### src/rtl/rca_seq_wide_adder_if.sv
// Operand/result bundle for rca_seq_wide_adder.
//   in_valid/in_ready  operand handshake (producer -> adder)
//   a, b, cin          operands and carry into chunk 0
//   out_valid/out_ready result handshake (adder -> consumer)
//   sum, cout          registered result and carry out of the top bit
//   busy               adder is working on or holding a result
//   ovf                signed overflow of the result (only with RCA_SEQ_OVF_EN)
// master: producer/consumer side. slave: the adder.
interface rca_seq_wide_adder_if #(
    parameter int WIDTH = 64
);
    logic             in_valid;
    logic             in_ready;
    logic [WIDTH-1:0] a;
    logic [WIDTH-1:0] b;
    logic             cin;
    logic             out_valid;
    logic             out_ready;
    logic [WIDTH-1:0] sum;
    logic             cout;
    logic             busy;
`ifdef RCA_SEQ_OVF_EN
    logic             ovf;

    modport slave (
        input  in_valid, a, b, cin, out_ready,
        output in_ready, out_valid, sum, cout, busy, ovf
    );
    modport master (
        output in_valid, a, b, cin, out_ready,
        input  in_ready, out_valid, sum, cout, busy, ovf
    );
`else
    modport slave (
        input  in_valid, a, b, cin, out_ready,
        output in_ready, out_valid, sum, cout, busy
    );
    modport master (
        output in_valid, a, b, cin, out_ready,
        input  in_ready, out_valid, sum, cout, busy
    );
`endif
endinterface

### src/rtl/rca_seq_wide_adder.sv
// Multi-cycle wide adder: one CHUNK-bit gate-level ripple-carry slice is reused
// WIDTH/CHUNK times, least-significant chunk first, with a registered carry
// between passes.
// Ports:
//   clk  rising-edge clock
//   rst  synchronous reset, active-high
//   bus  rca_seq_wide_adder_if.slave (in_valid/in_ready, a, b, cin,
//        out_valid/out_ready, sum, cout, busy[, ovf])
// Configuration macro: RCA_SEQ_OVF_EN adds bus.ovf, the two's-complement
// overflow of the most-significant chunk (carry into MSB xor carry out of MSB).
// WIDTH must be a multiple of CHUNK; CHUNK must be a multiple of 4 and >= 4.
module rca_seq_wide_adder #(
    parameter int WIDTH = 64,
    parameter int CHUNK = 16
) (
    input logic                 clk,
    input logic                 rst,
    rca_seq_wide_adder_if.slave bus
);
    localparam int NCHUNK = WIDTH / CHUNK;
    localparam int CW     = (NCHUNK > 1) ? $clog2(NCHUNK) : 1;

    typedef enum logic [1:0] {IDLE, RUN, DONE} state_t;

    state_t           state;
    state_t           state_nxt;
    logic [CW-1:0]    idx;
    logic             carry_q;
    logic [WIDTH-1:0] a_reg;
    logic [WIDTH-1:0] b_reg;
    logic [WIDTH-1:0] sum_q;
    logic             cout_q;
    logic [CHUNK-1:0] op_a;
    logic [CHUNK-1:0] op_b;
    logic [CHUNK-1:0] slice_sum;
    logic             slice_cout;
    logic             accept;
    logic             last_chunk;
    logic             in_ready_c;
    logic             out_valid_c;
    logic             busy_c;
`ifdef RCA_SEQ_OVF_EN
    logic             slice_msb_cin;
    logic             ovf_q;
`endif

    assign op_a = a_reg[idx*CHUNK +: CHUNK];
    assign op_b = b_reg[idx*CHUNK +: CHUNK];

    // Gate-level ripple-carry slice; each bit keeps its own carry so the
    // chain is a plain series of full adders.
    for (genvar gi = 0; gi < CHUNK; gi++) begin : g_fa
        logic ci;
        logic p;
        logic co;
        if (gi == 0) begin : g_first
            assign ci = carry_q;
        end else begin : g_next
            assign ci = g_fa[gi-1].co;
        end
        assign p             = op_a[gi] ^ op_b[gi];
        assign slice_sum[gi] = p ^ ci;
        assign co            = (op_a[gi] & op_b[gi]) | (ci & p);
    end

    assign slice_cout = g_fa[CHUNK-1].co;
`ifdef RCA_SEQ_OVF_EN
    assign slice_msb_cin = g_fa[CHUNK-1].ci;
`endif

    assign accept     = (state == IDLE) && bus.in_valid;
    assign last_chunk = (idx == CW'(NCHUNK - 1));

    always_comb begin
        state_nxt   = state;
        in_ready_c  = 1'b0;
        out_valid_c = 1'b0;
        busy_c      = 1'b0;
        case (state)
            IDLE: begin
                in_ready_c = 1'b1;
                if (bus.in_valid) state_nxt = RUN;
            end
            RUN: begin
                busy_c = 1'b1;
                if (last_chunk) state_nxt = DONE;
            end
            DONE: begin
                busy_c      = 1'b1;
                out_valid_c = 1'b1;
                if (bus.out_ready) state_nxt = IDLE;
            end
            default: state_nxt = IDLE;
        endcase
    end

    always_ff @(posedge clk) begin
        if (rst) state <= IDLE;
        else     state <= state_nxt;
    end

    // Operand capture; contents are irrelevant until the next accept.
    always_ff @(posedge clk) begin
        if (accept) begin
            a_reg <= bus.a;
            b_reg <= bus.b;
        end
    end

    // Chunk sequencing and result assembly.
    always_ff @(posedge clk) begin
        if (rst) begin
            idx     <= '0;
            carry_q <= 1'b0;
            sum_q   <= '0;
            cout_q  <= 1'b0;
`ifdef RCA_SEQ_OVF_EN
            ovf_q   <= 1'b0;
`endif
        end else if (accept) begin
            idx     <= '0;
            carry_q <= bus.cin;
            sum_q   <= '0;
            cout_q  <= 1'b0;
`ifdef RCA_SEQ_OVF_EN
            ovf_q   <= 1'b0;
`endif
        end else if (state == RUN) begin
            sum_q[idx*CHUNK +: CHUNK] <= slice_sum;
            carry_q                   <= slice_cout;
            idx                       <= last_chunk ? '0 : idx + 1'b1;
            if (last_chunk) begin
                cout_q <= slice_cout;
`ifdef RCA_SEQ_OVF_EN
                ovf_q  <= slice_cout ^ slice_msb_cin;
`endif
            end
        end
    end

    assign bus.in_ready  = in_ready_c;
    assign bus.out_valid = out_valid_c;
    assign bus.busy      = busy_c;
    assign bus.sum       = sum_q;
    assign bus.cout      = cout_q;
`ifdef RCA_SEQ_OVF_EN
    assign bus.ovf       = ovf_q;
`endif
endmodule
### src/flat_wrapper.sv
// flat-port wrapper written by rule: the top's interface ports become plain ports
module rca_seq_wide_adder_flat 
#(
    parameter int WIDTH = 64,
    parameter int CHUNK = 16
)
  (clk, rst, bus_in_valid, bus_a, bus_b, bus_cin, bus_out_ready, bus_in_ready, bus_out_valid, bus_sum, bus_cout, bus_busy);
  rca_seq_wide_adder_if #(.WIDTH(WIDTH)) bus_i ();
  input logic clk;
  input logic rst;
  input wire logic [$bits(bus_i.in_valid)-1:0] bus_in_valid;
  input wire logic [$bits(bus_i.a)-1:0] bus_a;
  input wire logic [$bits(bus_i.b)-1:0] bus_b;
  input wire logic [$bits(bus_i.cin)-1:0] bus_cin;
  input wire logic [$bits(bus_i.out_ready)-1:0] bus_out_ready;
  output wire logic [$bits(bus_i.in_ready)-1:0] bus_in_ready;
  output wire logic [$bits(bus_i.out_valid)-1:0] bus_out_valid;
  output wire logic [$bits(bus_i.sum)-1:0] bus_sum;
  output wire logic [$bits(bus_i.cout)-1:0] bus_cout;
  output wire logic [$bits(bus_i.busy)-1:0] bus_busy;
  assign bus_i.in_valid = bus_in_valid;
  assign bus_i.a = bus_a;
  assign bus_i.b = bus_b;
  assign bus_i.cin = bus_cin;
  assign bus_i.out_ready = bus_out_ready;
  assign bus_in_ready = bus_i.in_ready;
  assign bus_out_valid = bus_i.out_valid;
  assign bus_sum = bus_i.sum;
  assign bus_cout = bus_i.cout;
  assign bus_busy = bus_i.busy;
  rca_seq_wide_adder #(.WIDTH(WIDTH), .CHUNK(CHUNK)) u_core (.clk(clk), .rst(rst), .bus(bus_i));
endmodule
### config.mk
export PLATFORM = sky130hd
export DESIGN_NAME = rca_seq_wide_adder_flat
export DESIGN_NICKNAME = d
export VERILOG_FILES = /design/src/rtl/rca_seq_wide_adder_if.sv /design/src/rtl/rca_seq_wide_adder.sv /design/src/flat_wrapper.sv
export SDC_FILE = /design/constraint.sdc
export NUM_CORES = 1
export LEC_CHECK = 0
export ABC_CLOCK_PERIOD_IN_PS = 10520
export CORE_MARGIN = 8
export CORE_UTILIZATION = 45
export CTS_BUF_LIST = sky130_fd_sc_hd__clkbuf_16
export DETAILED_ROUTE_END_ITERATION = 10
export GPL_TIMING_DRIVEN = 0
export PLACE_DENSITY = 0.85
export REMOVE_ABC_BUFFERS = 1
export SLEW_MARGIN = 20
export SYNTH_ARGS = -nofsm -noshare
export SYNTH_HDL_FRONTEND = slang
export SYNTH_SLANG_ARGS = --single-unit
### constraint.sdc
create_clock -name clk -period 10.52 [get_ports clk]
set_clock_uncertainty 0.15 [all_clocks]
set_input_delay 1.578 -clock clk [delete_from_list [all_inputs] [get_ports clk]]
set_output_delay 1.578 -clock clk [all_outputs]
set_load 0.01 [all_outputs]
# Yosys cells after proc, flatten, opt, wreduce, memory -nomap -nowiden
# Index checks and enable logic that the tools add are counted.
# Widths: inputs -> output; s select.
# totals
elab_cells	117
reg_bits	198
output_inout_bits	68
inputBits	133
# classes
bitwise_logic	80
n_mux	11
shifts	4
eq_ne	6
add_sub_neg	2
n_reduce_logical	7
# op_table
cell	n
$shiftx 64x7->16	2
$bwmux 64	1
$shift 16x34->64 const A	1
$shiftx 16x34->64	1
$neg 6->34	1
$and 1x1->1	32
$xor 1x1->1	32
$or 1x1->1	16
$mux 2	4
$pmux 2 s3	1
$mux 1	5
$eq 2x2->1 const B	2
$ne 2x2->1 const B	2
$reduce_or 2->1	2
$reduce_and 3->1	1
$add 2x1->2 const B	1
$eq 2x1->1 const B	1
$logic_not 2->1	1
$ne 2x1->1 const B	1
$reduce_and 2->1	1
$reduce_bool 2->1	1
$logic_and 1x1->1	1

# Logic depth before layout (Yosys ltp)
# depth
depth_word	36
ltp_mapped	28
depth_no_buf	26

# Worst setup path before layout
# No wires, ideal clock.
# synth_timing
kind	register -> register
start	register u_core.idx[1]
end	register u_core.sum_q[63], in the netlist u_core.bus.sum[63]
setup_time_ns	0.128
arrival_ns	7.305
n_path_buf	2
synth_period_minus_slack_ns	7.582
path_slack_ns	2.938
stages_incl_launch_ff	29
required_ns	10.242
path_cell_list	dfxtp_1 -> clkbuf_1 -> clkbuf_1 -> mux4_2 -> inv_1 -> fa_1 -> fa_1 -> fa_1 -> fa_1 -> fa_1 -> fa_1 -> fa_1 -> inv_1 -> fa_1 -> fa_1 -> inv_1 -> fa_1 -> fa_1 -> fa_1 -> fa_1 -> inv_1 -> fa_1 -> inv_1 -> fa_1 -> inv_1 -> fa_1 -> and4b_1 -> a22oi_1 -> nor2_1
# synth_via
elab_chain_cells	35
word_cells_on_any_way	83
classes_between	1 x add/sub; 4 x shift; 1 x mux; 77 x bitwise
# synth_lines
item	line_no	text
start: declaration	rca_seq_wide_adder.sv:27	logic [CW-1:0] idx;
start signal: assignment	rca_seq_wide_adder.sv:131	idx <= last_chunk ? '0 : idx + 1'b1;
$shiftx 64x7->16, on equally long branches	rca_seq_wide_adder.sv:47, rca_seq_wide_adder.sv:48	
$xor 1x1->1	rca_seq_wide_adder.sv:61	assign p = op_a[gi] ^ op_b[gi];
$and 1x1->1	rca_seq_wide_adder.sv:63	assign co = (op_a[gi] & op_b[gi]) | (ci & p);
$or 1x1->1	rca_seq_wide_adder.sv:63	
$and 1x1->1	rca_seq_wide_adder.sv:63	
$or 1x1->1	rca_seq_wide_adder.sv:63	
$and 1x1->1	rca_seq_wide_adder.sv:63	
$or 1x1->1	rca_seq_wide_adder.sv:63	
[... 19 more ...]	-	
$or 1x1->1	rca_seq_wide_adder.sv:63	
$and 1x1->1	rca_seq_wide_adder.sv:63	
$or 1x1->1	rca_seq_wide_adder.sv:63	
$and 1x1->1	rca_seq_wide_adder.sv:63	
$or 1x1->1	rca_seq_wide_adder.sv:63	
$xor 1x1->1	rca_seq_wide_adder.sv:62	assign slice_sum[gi] = p ^ ci;
$shiftx 16x34->64	rca_seq_wide_adder.sv:129	sum_q[idx*CHUNK +: CHUNK] <= slice_sum;
$bwmux 64 (*)	rca_seq_wide_adder.sv:129	
end signal: indexed assignment	rca_seq_wide_adder.sv:129	
end: declaration	rca_seq_wide_adder.sv:31	logic [WIDTH-1:0] sum_q;
# Mark *: on every way between the ends. The rest lies on a longest branch, timed or not.
# A chain may end at the register's enable or synchronous reset.

# Worst setup path in the final report
# layout_timing
start	register u_core.idx[0]
end	register u_core.sum_q[63], in the netlist u_core.bus.sum[63]
# The elaborated chain is that of the path after synthesis.

==> metrics.txt <==
# TYPE chip_impl_metric gauge
chip_impl_info{name="outcome",value="complete, no violations"} 1
chip_impl_metric{name="post-route-drc-count",unit=""} 0
chip_impl_metric{name="viasPerCell",unit=""} 5.21
chip_impl_metric{name="die_h",unit="µm"} 149
chip_impl_metric{name="cellPowerDensity",unit="nW/µm²"} 184
chip_impl_info{name="crit_type",value="reg -> reg"} 1
chip_impl_info{name="r2r-end",value="u_core.bus.sum[63]$_SDFFE_PP0P_"} 1
chip_impl_metric{name="postSynthCellCount",unit=""} 540
chip_impl_info{name="crit_end",value="u_core.bus.sum[63]$_SDFFE_PP0P_"} 1
chip_impl_metric{name="post_cts.resized_instances",unit=""} 0
chip_impl_info{name="synth_largest_area_cell",value="edfxtp_1"} 1
chip_impl_metric{name="worst_margin_slew",unit="ns"} 0.991
chip_impl_metric{name="post_synth_num_cell_types",unit=""} 35
chip_impl_metric{name="total_half_perimeter_wirelength_after_legalization_and_detailed_placement",unit="mm"} 14.3
chip_impl_metric{name="total_leakage_power",unit="nW"} 3.64
chip_impl_metric{name="synth_enable_flop_cells",unit=""} 128
chip_impl_metric{name="max_freq",unit="MHz"} 119
chip_impl_metric{name="numCtsBuffers",unit=""} 17
chip_impl_info{name="synthTopCellsByArea",value="edfxtp_1, dfxtp_1, mux4_2"} 1
chip_impl_metric{name="number_of_cells_on_the_worst_reg_to_reg_path",unit=""} 27
chip_impl_metric{name="h-tree-depth",unit=""} 4
chip_impl_metric{name="globalRouteOverflowTotal",unit=""} 0
chip_impl_info{name="dominantRegCellSynth",value="edfxtp_1"} 1
chip_impl_metric{name="share_of_synthesized_flip_flops_with_an_asynchronous_set_or_reset",unit="%"} 0
chip_impl_metric{name="antennaDiodeCount",unit=""} 0
chip_impl_metric{name="worstSkewPairLatency",unit="ns"} 0.43
chip_impl_metric{name="post-synth-top-area-fraction",unit="%"} 48.6
chip_impl_metric{name="finalSetupViolations",unit=""} 0
chip_impl_metric{name="post_synth.cell_area_avg",unit="µm²"} 14.6
chip_impl_metric{name="normalized_max_slew_margin",unit="%"} 33.8
chip_impl_metric{name="final_wtd_congestion",unit=""} 0.712
chip_impl_metric{name="fin_crit_sh",unit="%"} 79.9
chip_impl_metric{name="cts.path.max_buffers",unit=""} 2
chip_impl_metric{name="flow.area_growth_from_synthesis",unit="%"} 36.1
chip_impl_metric{name="finalSetupTns",unit="ns"} 0
chip_impl_metric{name="wl_per_cell",unit="µm"} 20.1
chip_impl_metric{name="dpl_worst_slack",unit="ns"} 2.10
chip_impl_info{name="critical_path.reg2reg.startpoint",value="u_core.idx[0]$_SDFFE_PP0P_"} 1
chip_impl_metric{name="firstDrtPassIters",unit=""} 5
chip_impl_metric{name="first_global_vias",unit=""} 5336
chip_impl_metric{name="ioPinCount",unit=""} 201
chip_impl_metric{name="grt_usage",unit="%"} 17.9
chip_impl_metric{name="starting_utilization_of_the_core_area",unit="%"} 45.9
chip_impl_metric{name="critPathArrivalTime",unit="ns"} 8.54
chip_impl_metric{name="largest_net_degree_at_the_start_of_global_routing",unit=""} 81
chip_impl_info{name="tritoncts",value="built"} 1
chip_impl_metric{name="cts.clk_slew.worst_paths",unit="ns"} 0.07
chip_impl_info{name="crit_start",value="u_core.idx[0]$_SDFFE_PP0P_"} 1
chip_impl_info{name="timing.critical_path.from_type",value="register"} 1
chip_impl_metric{name="layout.core_utilization",unit="%"} 62.4
chip_impl_metric{name="drt_first_iter_violations",unit=""} 313
chip_impl_info{name="hold_class",value="reg -> reg"} 1
chip_impl_metric{name="ir_worst_vdd",unit="mV"} 0.115
chip_impl_metric{name="final_net_count",unit=""} 887
chip_impl_info{name="cts_root_buf",value="clkbuf_16"} 1
chip_impl_metric{name="wire_length_of_the_first_global_routing_pass",unit="mm"} 29.8
chip_impl_metric{name="cts-hold-fix-buffers",unit=""} 0
chip_impl_info{name="worst_setup_path_end_kind",value="register"} 1
chip_impl_metric{name="worst-r2r-setup-slack",unit="ns"} 2.12
chip_impl_metric{name="floorplan_core_area",unit="µm²"} 17200
chip_impl_metric{name="post-route-min-period",unit="ns"} 8.40
chip_impl_metric{name="rows",unit=""} 48
chip_impl_info{name="rsz_0062_raised_after_global_routing",value="no"} 1
chip_impl_metric{name="post_route_cells_drive_above_1_share",unit="%"} 9.97
chip_impl_metric{name="cts.sinks",unit=""} 198
chip_impl_metric{name="vias",unit=""} 5034
chip_impl_metric{name="cts.repair_timing.setup_buffer_count",unit=""} 0
chip_impl_metric{name="slew_viol_final",unit=""} 0
chip_impl_metric{name="final_antenna_net_count",unit=""} 0
chip_impl_metric{name="synth_sequential_area_ratio",unit="%"} 66.3
chip_impl_metric{name="die-width",unit="µm"} 149
chip_impl_metric{name="route.final.wire_length",unit="mm"} 19.5
chip_impl_metric{name="grt_antenna_before_repair",unit=""} 0
chip_impl_metric{name="final.setup.worst_slack",unit="ns"} 2.12
chip_impl_metric{name="floorplan_die_area",unit="µm²"} 22100
chip_impl_metric{name="final-hold-violation-count",unit=""} 0
chip_impl_metric{name="port_buffers",unit=""} 200
chip_impl_metric{name="maxCapViolations",unit=""} 0
chip_impl_metric{name="timing.critical_path.required",unit="ns"} 10.66
chip_impl_metric{name="synthesis.yosys.warnings",unit=""} 0
chip_impl_metric{name="path_max_fanout",unit=""} 22
chip_impl_metric{name="postSynthRegisterBits",unit=""} 198
chip_impl_metric{name="synth.cell_area",unit="µm²"} 7910
[worst min-delay path by stage]
stage                                         start                               to  slack, ns  depth (start not counted)
global placement    u_core.bus.sum[17]$_SDFFE_PP0P_  u_core.bus.sum[17]$_SDFFE_PP0P_       0.29                          2
floorplan              u_core.state[1]$_SDFFE_PP0P_     u_core.state[1]$_SDFFE_PP0P_       0.32                          2
CTS                 u_core.bus.sum[62]$_SDFFE_PP0P_  u_core.bus.sum[62]$_SDFFE_PP0P_       0.30                          2
finish               u_core.bus.sum[0]$_SDFFE_PP0P_   u_core.bus.sum[0]$_SDFFE_PP0P_       0.30                          2
global route        u_core.bus.sum[62]$_SDFFE_PP0P_  u_core.bus.sum[62]$_SDFFE_PP0P_       0.32                          2
detailed placement  u_core.bus.sum[11]$_SDFFE_PP0P_  u_core.bus.sum[11]$_SDFFE_PP0P_       0.29                          2
[cells in the final DEF (no fill, tap or decap), types with 12 or more instances in the layout]
cell type | synthesis | final
nand2_1 | 53 | 53
clkdlybuf4s50_1 | 0 | 200
fa_1 | 16 | 16
or3_1 | 12 | 12
nand3_1 | 16 | 16
dfxtp_1 | 70 | 68
edfxtp_1 | 128 | 128
a21oi_1 | 47 | 46
clkbuf_16 | 0 | 17
mux4_2 | 32 | 32
o31ai_1 | 12 | 12
or4_1 | 12 | 12
inv_1 | 37 | 38
nand4b_1 | 12 | 12
[power breakdown]
| group | switching [mW] | internal (mW) | total [mW] | leakage (nW) |
|---|---|---|---|---|
| clock network | 0.283 | 0.396 | 0.679 | 0.305 |
| registers | 0.0237 | 0.909 | 0.933 | 1.79 |
| logic | 0.198 | 0.173 | 0.371 | 1.55 |
[cell type report]
type                       instances  area, µm²
clock buffer                      17        425
clock inverter                    15        188
fill                            1305       6480
inverter                          37        144
multi-input combinational        270       2370
sequential                       198       5250
tap                              225        282
timing repair buffer             205       2100
[critical path, stage by stage (launching register included)]
cell and delay [ns]:
dfxtp_4 0.60, buf_12 0.26, mux4_2 0.25, inv_1 0.05
fa_1 0.45, fa_1 0.43, fa_1 0.40, fa_1 0.42
fa_1 0.40, fa_1 0.42, fa_1 0.44, inv_1 0.10
fa_1 0.21, fa_1 0.17, inv_1 0.05, fa_1 0.41
fa_1 0.43, fa_1 0.45, fa_1 0.37, inv_1 0.10
fa_1 0.17, inv_1 0.05, fa_1 0.37, inv_1 0.14
fa_1 0.51, and4b_1 0.24, a22oi_1 0.16, nor2_1 0.06
[Yosys cell counts (2+ instances only)]
| cell type | n |
|---|---|
| edfxtp_1 | 128 |
| dfxtp_1 | 70 |
| nand2_1 | 53 |
| a21oi_1 | 47 |
| inv_1 | 37 |
| mux4_2 | 32 |
| clkbuf_1 | 19 |
| fa_1 | 16 |
| nand3_1 | 16 |
| nand4b_1 | 12 |
| o31ai_1 | 12 |
| or3_1 | 12 |
| or4_1 | 12 |
| ha_1 | 9 |
| nor2_1 | 9 |
| buf_2 | 8 |
| nand4_1 | 8 |
| nand2b_1 | 6 |
| a22oi_1 | 4 |
| and4b_1 | 4 |
| o21ai_1 | 4 |
| buf_1 | 3 |
| buf_4 | 3 |
| mux2i_1 | 3 |
| buf_6 | 2 |
| nor3b_1 | 2 |
[per-stage QoR]
| stage | cell area (µm²) | power, mW | hold slack, ns | cells |
|---|---|---|---|---|
| after floorplan | 7740 | 1.16 | 0.318 | 505 |
| after global placement | 10000 | 1.32 | 0.288 | 930 |
| after detailed placement | 10100 | 1.33 | 0.294 | 935 |
| after CTS | 10800 | 2.00 | 0.301 | 967 |
| after global routing | 10800 | 2.06 | 0.316 | 967 |
| final | 10800 | 1.98 | 0.299 | 967 |
[cells by family (layout without fill, tap and decap cells)]
kind of cell	count (synthesis)	in the layout	share of synthesized area [%]
muxes	35	35	9.50
AOI/OAI and AO/OA	71	71	5.13
adders and majority gates	25	25	5.48
DFF	198	198	66.3
and+or+nand+nor	139	139	9.69
buffers and inverters	72	274	3.88
[layer usage]
layer  up-vias  wire length, µm  GRT usage (%)
li1       2378                -              -
met1      2452             7450           20.1
met2       175            10100           30.6
met3        29             1510           6.41
met4         0              410           6.63
met5         -                0              0
Note: power is estimated with default switching activity, not from simulation.
